$ cat config.mk
export PLATFORM = sky130hd
export DESIGN_NAME = change_dispenser
export DESIGN_NICKNAME = d
export VERILOG_FILES = /design/src/rtl/change_pkg.sv /design/src/rtl/hs_timer.sv /design/src/rtl/change_dispenser.sv
export SDC_FILE = /design/constraint.sdc
export NUM_CORES = 1
export LEC_CHECK = 0
export BUFFER_PORTS_ARGS = -buffer_cell sky130_fd_sc_hd__buf_4
export CAP_MARGIN = 20
export CORE_MARGIN = 3
export CORE_UTILIZATION = 48
export CTS_CLUSTER_DIAMETER = 200
export DETAILED_ROUTE_END_ITERATION = 10
export GPL_TIMING_DRIVEN = 0
export PLACE_DENSITY = 0.72
export RECOVER_POWER = 50
export SLEW_MARGIN = 20
export SYNTH_ARGS = -nofsm -noshare
export SYNTH_HDL_FRONTEND = slang
export SYNTH_SLANG_ARGS = --single-unit
$ cat constraint.sdc
create_clock -name i_clk -period 2.4 [get_ports i_clk]
set_input_delay 0.24 -clock i_clk [delete_from_list [all_inputs] [get_ports i_clk]]
set_output_delay 0.24 -clock i_clk [all_outputs]
set_load 0.05 [all_outputs]
$ cat src/rtl/change_pkg.sv
// Shared types and constants for the change dispenser: FSM states, coin
// selection and coin values in nickel units.
package change_pkg;

    typedef enum logic [2:0] {
        IDLE,
        SODA,
        COIN_REQ,
        COIN_GAP,
        DONE,
        FAULT
    } state_e;

    typedef enum logic {
        COIN_NICKEL,
        COIN_DIME
    } coin_e;

    localparam int unsigned NICKEL_UNITS = 1;
    localparam int unsigned DIME_UNITS   = 2;

endpackage

$ cat src/rtl/hs_timer.sv
// Handshake timeout counter: cleared on entry to a request state, counts
// unacknowledged cycles and flags the cycle that would exhaust the budget.
module hs_timer #(
    parameter int unsigned TIMEOUT_CYC = 16,
    parameter int unsigned TMR_W       = 5
) (
    input  logic clk_i,
    input  logic rst_i,
    input  logic clr_i,
    input  logic en_i,
    output logic expire_o
);

    // Expiry is raised while the last permitted unacked cycle is in progress,
    // so a request is held for exactly TIMEOUT_CYC cycles before faulting.
    localparam logic [TMR_W-1:0] LastCnt = TMR_W'(TIMEOUT_CYC - 1);

    logic [TMR_W-1:0] count_q, count_d;

    always_comb begin
        count_d = count_q;
        if (clr_i) begin
            count_d = '0;
        end else if (en_i && count_q != '1) begin
            count_d = count_q + 1'b1;
        end
    end

    always_ff @(posedge clk_i or posedge rst_i) begin
        if (rst_i) begin
            count_q <= '0;
        end else begin
            count_q <= count_d;
        end
    end

    assign expire_o = (count_q == LastCnt);

endmodule

$ cat src/rtl/change_dispenser.sv
// Vend-interface consumer: releases the soda, then pays change coin by coin
// over dime/nickel hopper handshakes. Define CHANGE_LOG_EN for o_nickels_paid.
module change_dispenser
    import change_pkg::*;
#(
    parameter int unsigned CHANGE_W    = 3,
    parameter int unsigned TIMEOUT_CYC = 16,
    parameter int unsigned TMR_W       = 5
) (
    input  logic                i_clk,
    input  logic                reset,
    input  logic                i_vend,
    input  logic [CHANGE_W-1:0] i_change,
    input  logic                i_dime_empty,
    output logic                o_soda_req,
    input  logic                i_soda_ack,
    output logic                o_dime_req,
    input  logic                i_dime_ack,
    output logic                o_nickel_req,
    input  logic                i_nickel_ack,
    output logic                o_busy,
    output logic                o_done,
    output logic                o_fault
`ifdef CHANGE_LOG_EN
    ,
    output logic [7:0]          o_nickels_paid
`endif
);

    state_e              state_q, state_d;
    coin_e               coin_q, coin_d;
    logic [CHANGE_W-1:0] remaining_q, remaining_d;
    logic                soda_req_q, dime_req_q, nickel_req_q, busy_q, done_q, fault_q;
    logic                soda_req_d, dime_req_d, nickel_req_d, busy_d, done_d, fault_d;

    logic                coin_ack;
    logic [CHANGE_W-1:0] coin_units;
    logic                tmr_clr, tmr_en, tmr_expire;

    assign coin_ack   = (coin_q == COIN_DIME) ? i_dime_ack : i_nickel_ack;
    assign coin_units = (coin_q == COIN_DIME) ? CHANGE_W'(DIME_UNITS) : CHANGE_W'(NICKEL_UNITS);

    assign tmr_en  = (state_q == SODA && !i_soda_ack) || (state_q == COIN_REQ && !coin_ack);
    assign tmr_clr = (state_d != state_q) && (state_d == SODA || state_d == COIN_REQ);

    hs_timer #(
        .TIMEOUT_CYC (TIMEOUT_CYC),
        .TMR_W       (TMR_W)
    ) u_hs_timer (
        .clk_i    (i_clk),
        .rst_i    (reset),
        .clr_i    (tmr_clr),
        .en_i     (tmr_en),
        .expire_o (tmr_expire)
    );

    always_comb begin
        state_d     = state_q;
        coin_d      = coin_q;
        remaining_d = remaining_q;
        unique case (state_q)
            IDLE: begin
                if (i_vend) begin
                    remaining_d = i_change;
                    state_d     = SODA;
                end
            end
            SODA: begin
                if (i_soda_ack) begin
                    state_d = (remaining_q != '0) ? COIN_GAP : DONE;
                end else if (tmr_expire) begin
                    state_d = FAULT;
                end
            end
            COIN_GAP: begin
                // A dime is only chosen when at least two nickels are owed.
                coin_d  = (remaining_q >= CHANGE_W'(DIME_UNITS) && !i_dime_empty) ?
                          COIN_DIME : COIN_NICKEL;
                state_d = COIN_REQ;
            end
            COIN_REQ: begin
                if (coin_ack) begin
                    remaining_d = remaining_q - coin_units;
                    state_d     = (remaining_d != '0) ? COIN_GAP : DONE;
                end else if (tmr_expire) begin
                    state_d = FAULT;
                end
            end
            DONE:    state_d = IDLE;
            FAULT:   state_d = FAULT;
            default: state_d = IDLE;
        endcase

        // Outputs are registered copies of the next-state decode.
        soda_req_d   = (state_d == SODA);
        dime_req_d   = (state_d == COIN_REQ) && (coin_d == COIN_DIME);
        nickel_req_d = (state_d == COIN_REQ) && (coin_d == COIN_NICKEL);
        busy_d       = (state_d != IDLE);
        done_d       = (state_d == DONE);
        fault_d      = (state_d == FAULT);
    end

    always_ff @(posedge i_clk or posedge reset) begin
        if (reset) begin
            state_q      <= IDLE;
            coin_q       <= COIN_NICKEL;
            remaining_q  <= '0;
            soda_req_q   <= 1'b0;
            dime_req_q   <= 1'b0;
            nickel_req_q <= 1'b0;
            busy_q       <= 1'b0;
            done_q       <= 1'b0;
            fault_q      <= 1'b0;
        end else begin
            state_q      <= state_d;
            coin_q       <= coin_d;
            remaining_q  <= remaining_d;
            soda_req_q   <= soda_req_d;
            dime_req_q   <= dime_req_d;
            nickel_req_q <= nickel_req_d;
            busy_q       <= busy_d;
            done_q       <= done_d;
            fault_q      <= fault_d;
        end
    end

    assign o_soda_req   = soda_req_q;
    assign o_dime_req   = dime_req_q;
    assign o_nickel_req = nickel_req_q;
    assign o_busy       = busy_q;
    assign o_done       = done_q;
    assign o_fault      = fault_q;

`ifdef CHANGE_LOG_EN
    logic [7:0] paid_q, paid_d;
    logic [8:0] paid_sum;

    always_comb begin
        paid_sum = {1'b0, paid_q} + 9'(coin_q == COIN_DIME ? DIME_UNITS : NICKEL_UNITS);
        paid_d   = paid_q;
        if (state_q == COIN_REQ && coin_ack) begin
            paid_d = paid_sum[8] ? 8'hFF : paid_sum[7:0];
        end
    end

    always_ff @(posedge i_clk or posedge reset) begin
        if (reset) begin
            paid_q <= 8'd0;
        end else begin
            paid_q <= paid_d;
        end
    end

    assign o_nickels_paid = paid_q;
`endif

endmodule

---- Word-level counts from Yosys, hierarchy flattened ----
Index checks and enable logic that the tools add are counted.
operators by class
  $add $sub $neg .......................... 2
  multipliers ............................. 0
  div/mod/pow operators ................... 0
  order comparisons ....................... 1
  eq/ne operators ......................... 13
  shifts and indexed selects .............. 0
  multiplexer cells ....................... 16
  bitwise gates (word level) .............. 1
  reduce and logical (&&, ||, !) cells .... 19
operator list
  cell                 count
  $mux 3               8
  $pmux 3 s5           1
  $mux 5               2
  $eq 3x2->1 const B   3
  $eq 3x3->1 const B   3
  $reduce_bool 3->1    3
  $logic_and 1x1->1    7
  $eq 3x1->1 const B   2
  $pmux 3 s2           1
  $add 5x1->5 const B  1
  $eq 5x4->1 const B   1
  $ne 5x5->1 const B   1
  $ne 2x2->1 const B   2
  $reduce_bool 2->1    2
  $ge 3x2->1 const B   1
  $logic_not 1->1      3
  $logic_not 3->1      1
  $mux 1               3
  $ne 3x3->1           1
  $reduce_and 3->1     1
  $sub 3x2->3          1
  $logic_or 1x1->1     2
  $mux 2               1
  $not 1->1            1
word-level totals
  register bits ........................... 18
  latch bits .............................. 0
  RAM bits ................................ 0
  memory bits (read-only) ................. 0
  input bits .............................. 10
  output and inout port bits .............. 6
  word-level logic and storage cells ...... 62
  memories kept ........................... 0

---- Depth between registers and ports, before layout ----
  depth in word-level cells ............... 10
  depth in mapped cells ................... 8
  gate-level depth less buffers ........... 8

---- By module ----
Synthesis repeated with hierarchy kept, for this count alone.
unflattened totals
  cells, all modules ...................... 110
  area, all modules ....................... 1102.3 um^2
modules (own cells, without submodules)
  module            instances  cells an instance  area an instance (um^2)
  change_dispenser  1          85                 825.8
  hs_timer          1          25                 276.5

---- Least setup slack after synthesis ----
Ideal clock, no wire load.
  path kind ............................... register -> register
  start ................................... reg coin_q
  end ..................................... reg u_hs_timer.count_q[0]
  arrival time ............................ 2.151 ns
  required time ........................... 2.272 ns
  path slack .............................. 0.121 ns
  cell stages (with the launch flop) ...... 9
  buffers on the path ..................... 0
  cells stage by stage .................... dfrtp_1 -> inv_1 -> ha_1 -> fa_1 -> xor2_1 -> nor3_1 -> or4b_1 -> a21oi_4 -> a21oi_1
on the way
  longest elaborated chain between the ends .. 10
RTL lines
  what                                                line                     source
  from (decl)                                         change_dispenser.sv:31   coin_e coin_q, coin_d;
  from (signal assigned)                              change_dispenser.sv:116  coin_q <= coin_d;
  $mux 2                                              change_dispenser.sv:41   assign coin_units = (coin_q == COIN_DIME) ? CHANGE_W'(DIME_UNITS) : CHANGE_W'(NICKEL_UNITS);
  $sub 3x2->3                                         change_dispenser.sv:83   remaining_d = remaining_q - coin_units;
  $reduce_bool 3->1                                   change_dispenser.sv:84   state_d = (remaining_d != '0) ? COIN_GAP : DONE;
  $mux 3                                              change_dispenser.sv:84
  $mux 3                                              change_dispenser.sv:82   if (coin_ack) begin
  $pmux 3 s5                                          change_dispenser.sv:61   unique case (state_q)
  $eq 3x1->1 / $eq 3x2->1 (equally long branches)     change_dispenser.sv:44   assign tmr_clr = (state_d != state_q) && (state_d == SODA || state_d == COIN_REQ);
  $logic_or 1x1->1                                    change_dispenser.sv:44
  $logic_and 1x1->1                                   change_dispenser.sv:44
  $mux 5 / $reduce_bool 2->1 (equally long branches)  -
  to (signal assigned)                                hs_timer.sv:33           count_q <= count_d;
  to (decl)                                           hs_timer.sv:18           logic [TMR_W-1:0] count_q, count_d;
Parallel ways exist; a longest one is shown, timed or not.
A chain may end at the register's enable or synchronous reset.

---- Worst setup path in the final report ----
  start ................................... reg remaining_q[0]
  end ..................................... reg busy_q (netlist: o_busy)
on the way
  longest elaborated chain between the ends .. 6
RTL lines
  what                    line                     source
  from (decl)             change_dispenser.sv:32   logic [CHANGE_W-1:0] remaining_q, remaining_d;
  from (signal assigned)  change_dispenser.sv:117  remaining_q <= remaining_d;
  $sub 3x2->3             change_dispenser.sv:83
  $reduce_bool 3->1       change_dispenser.sv:84
  $mux 3                  change_dispenser.sv:84
  $mux 3                  change_dispenser.sv:82
  $pmux 3 s5 *            change_dispenser.sv:61
  via state_d[0]          change_dispenser.sv:30   state_e state_q, state_d;
  $reduce_bool 3->1 *     change_dispenser.sv:98   busy_d = (state_d != IDLE);
  via busy_d              change_dispenser.sv:34   logic soda_req_d, dime_req_d, nickel_req_d, busy_d, done_d, fault_d;
  to (signal assigned)    change_dispenser.sv:121  busy_q <= busy_d;
  to (decl)               change_dispenser.sv:33   logic soda_req_q, dime_req_q, nickel_req_q, busy_q, done_q, fault_q;
The timed path passes the listed nets; every way through them passes the cells marked *.

==> results.cfg <==
[run_status]
status = finished clean

[critical_path]
cp.required_ns = 2.56
crit_chain = inv_1, ha_1, fa_1, nand2_1, nor3_2, o32a_4, inv_2, or3_1
crit_path_start = remaining_q[0]
path_delay_family = simple AND/OR/NAND/NOR gates
critPathLaunchType = flop
slowest_delay_ns = 0.50
reg2reg_slack_ns = 0.07
end_kind = flop
rr_startpoint = remaining_q[0]
critPathMaxFanout = 6
path_buf_inv = 2
crit_type = flop to flop
crit_slowest_cell = fa_1
critical_path_arrival_ns = 2.49

[clock_network]
clock-sinks = 18
postCtsHoldBufs = 0
cts_tree = built
clkSlewWorstSetupHoldPaths_ns = 0.09
insertion_delay_ns = 0.28
clock_path_buffers = 2
cts-buffers-inserted = 3
cts_root_buf = clkbuf_4
htree_levels = 1

[route]
avgRoutedWirePerCell_um = 14.5
dr.pass1.iters = 4
vias = 854
drc_errors = 0
antenna_left = 0
viasPerCell = 5.58
wirelength_um = 2220
drt-initial-drc-count = 23

[placement]
placed_cell_area_um2 = 1210
pre_cts_ws_ns = -0.133
placement.io_buffers = 15
gp_congestion = 0.891
dp_hpwl_um = 1630
place_inst = 149

[timing]
worstMarginPinSlew_ns = 0.661
fin_crit_ns = 2.33
fin_skew_ns = 0.00142
rsz0062_at_grt = yes
whs_ns = 0.0518
setup_viol_count_final = 0
fin_ws_ns = 0.0673
max_freq_mhz = 429
fin_setup_tns_ns = 0
min_period_over_period = 0.972
relSlewSlack = 0.559
drv_slew = 0
finalHoldViolCount = 0

[floorplan]
rows = 16
dieHeight_um = 53.1
ios = 16
die_w_um = 53.1
start_util = 0.527
coreArea_um2 = 2020
die-area_um2 = 2820

[final_layout]
nNetsFinal = 143
syn2layout_area_growth_pct = 19.5
seq_area_um2 = 452
fillers = 162
multi_input_area_um2 = 611
drive_gt1_frac = 0.270
antenna_cells = 0
fin_cells = 153
finish.instance_area_um2 = 1270
utilization = 0.630

[grt]
grt_pass1_vias = 810
grt-ovfl-total = 0
grt.total_usage = 0.175
grt_max_degree = 19
grt_pass1_wl_um = 3570
antenna_found_initial = 0

[synth]
syn_area_per_cell_um2 = 9.96
synthesis.nets = 122
synth_cell_types = 39
syn_inst = 107
synth.cell_area_um2 = 1070
seq_area_frac_synth = 0.423
ys_warn_count = 0
ys_ff_latch = 18

[pwr]
totalPowerFinal_mw = 1.72
power.leakage_nw = 0.597
power.density_nw_per_um2 = 1350
vdd_drop_max_mv = 0.862

[min_path]
hold_class = primary input to asynchronous set/reset pin

[run]
maxCapViolations = 0
## cell type report
class,count,area share
well taps,27,0.0265
flip-flops and latches,18,0.355
repair buffers,16,0.0943
plain buffers,1,0.00393
inverters,8,0.0236
multi-input cells,80,0.479
clock buffers,3,0.0177
## kinds of logic after synthesis
family / count (synthesis) / synth area share
AND/OR/NAND/NOR: 36 / 0.178
AO/OA/AOI/OAI: 30 / 0.209
flip-flops: 18 / 0.423
buffers and inverters: 9 / 0.0329
XOR/XNOR: 5 / 0.0481
adder cells (fa/ha/maj): 5 / 0.0657
multiplexers: 4 / 0.0434
## Yosys cell counts, drive strengths merged
master	n	area, µm²
and3	3	20.0
or3	1	6.26
o22ai	3	25.0
o311ai	1	26.3
a221oi	1	8.76
a2bb2oi	1	8.76
nand2	7	26.3
nand2b	3	18.8
nor2b	2	12.5
and2	2	12.5
nor3	2	10.0
a21oi	12	71.3
ha	4	50.1
xnor2	1	16.3
or4b	1	10.0
o21ai	5	25.0
nor3b	1	12.5
fa	1	20.0
o32a	1	11.3
o21a	2	15.0
and4	1	8.76
a22oi	1	7.51
dfrtp	18	450
mux2	2	26.3
xor2	4	35.0
mux2i	2	20.0
nor2	10	37.5
o31ai	1	7.51
o211ai	1	7.51
nand3	3	15.0
buf	1	5.00
inv	8	30.0
o31a	1	8.76
## report_power, final
| group | leakage (nW) | switching, mW | internal (mW) |
|---|---|---|---|
| registers | 0.228 | 0.0914 | 0.413 |
| clock network | 0.0138 | 0.0777 | 0.0581 |
| logic | 0.355 | 0.664 | 0.413 |
| total | 0.597 | 0.833 | 0.884 |
## sequential cells by signal, indices dropped and copies added (netlist names)
name,count
coin_q,1
o_fault,1
o_done,1
state_q,3
o_nickel_req,1
remaining_q,3
o_soda_req,1
u_hs_timer.count_q,5
o_busy,1
o_dime_req,1
## cells in the final DEF (no fill, tap or decap), types with 2 or more instances in the layout
cell type  synthesis  layout
dfrtp_1           18      17
buf_4              0      15
a21oi_1           11      11
nor2_1            10      10
nand2_1            7       7
inv_1              7       7
o21ai_0            4       4
ha_1               4       4
clkbuf_4           0       4
nand2b_1           3       3
nand3_1            3       3
xor2_1             4       3
mux2i_1            2       2
nor2b_1            2       2
o21a_1             2       2
o22ai_2            1       2
and2_1             2       2
and3_1             2       2
## metal layers
layer / share of wire / track usage / wire (µm) / up-vias
li1: - / - / - / 420
met1: 0.48 / 0.236 / 1060 / 398
met2: 0.45 / 0.267 / 986 / 34
met3: 0.069 / 0.0394 / 152 / 2
met4: 0.0050 / 0.0766 / 11 / 0
met5: 0 / 0 / 0 / -
## what timing repair did
item	CTS	global route
buffers inserted	0	1
hold endpoints to repair	0	0
endpoints found under the setup margin	6	9
gates resized for setup	3	2
gates cloned	0	0
## final timing paths
kind	depth (start not counted)	end
max	8	o_busy
min	2	u_hs_timer.count_q[2]
max reg2reg	8	o_busy
min reg2reg	2	remaining_q[0]
max in group asynchronous	2	coin_q
min in group i_clk	2	coin_q
(Power assumes the default switching activity.)
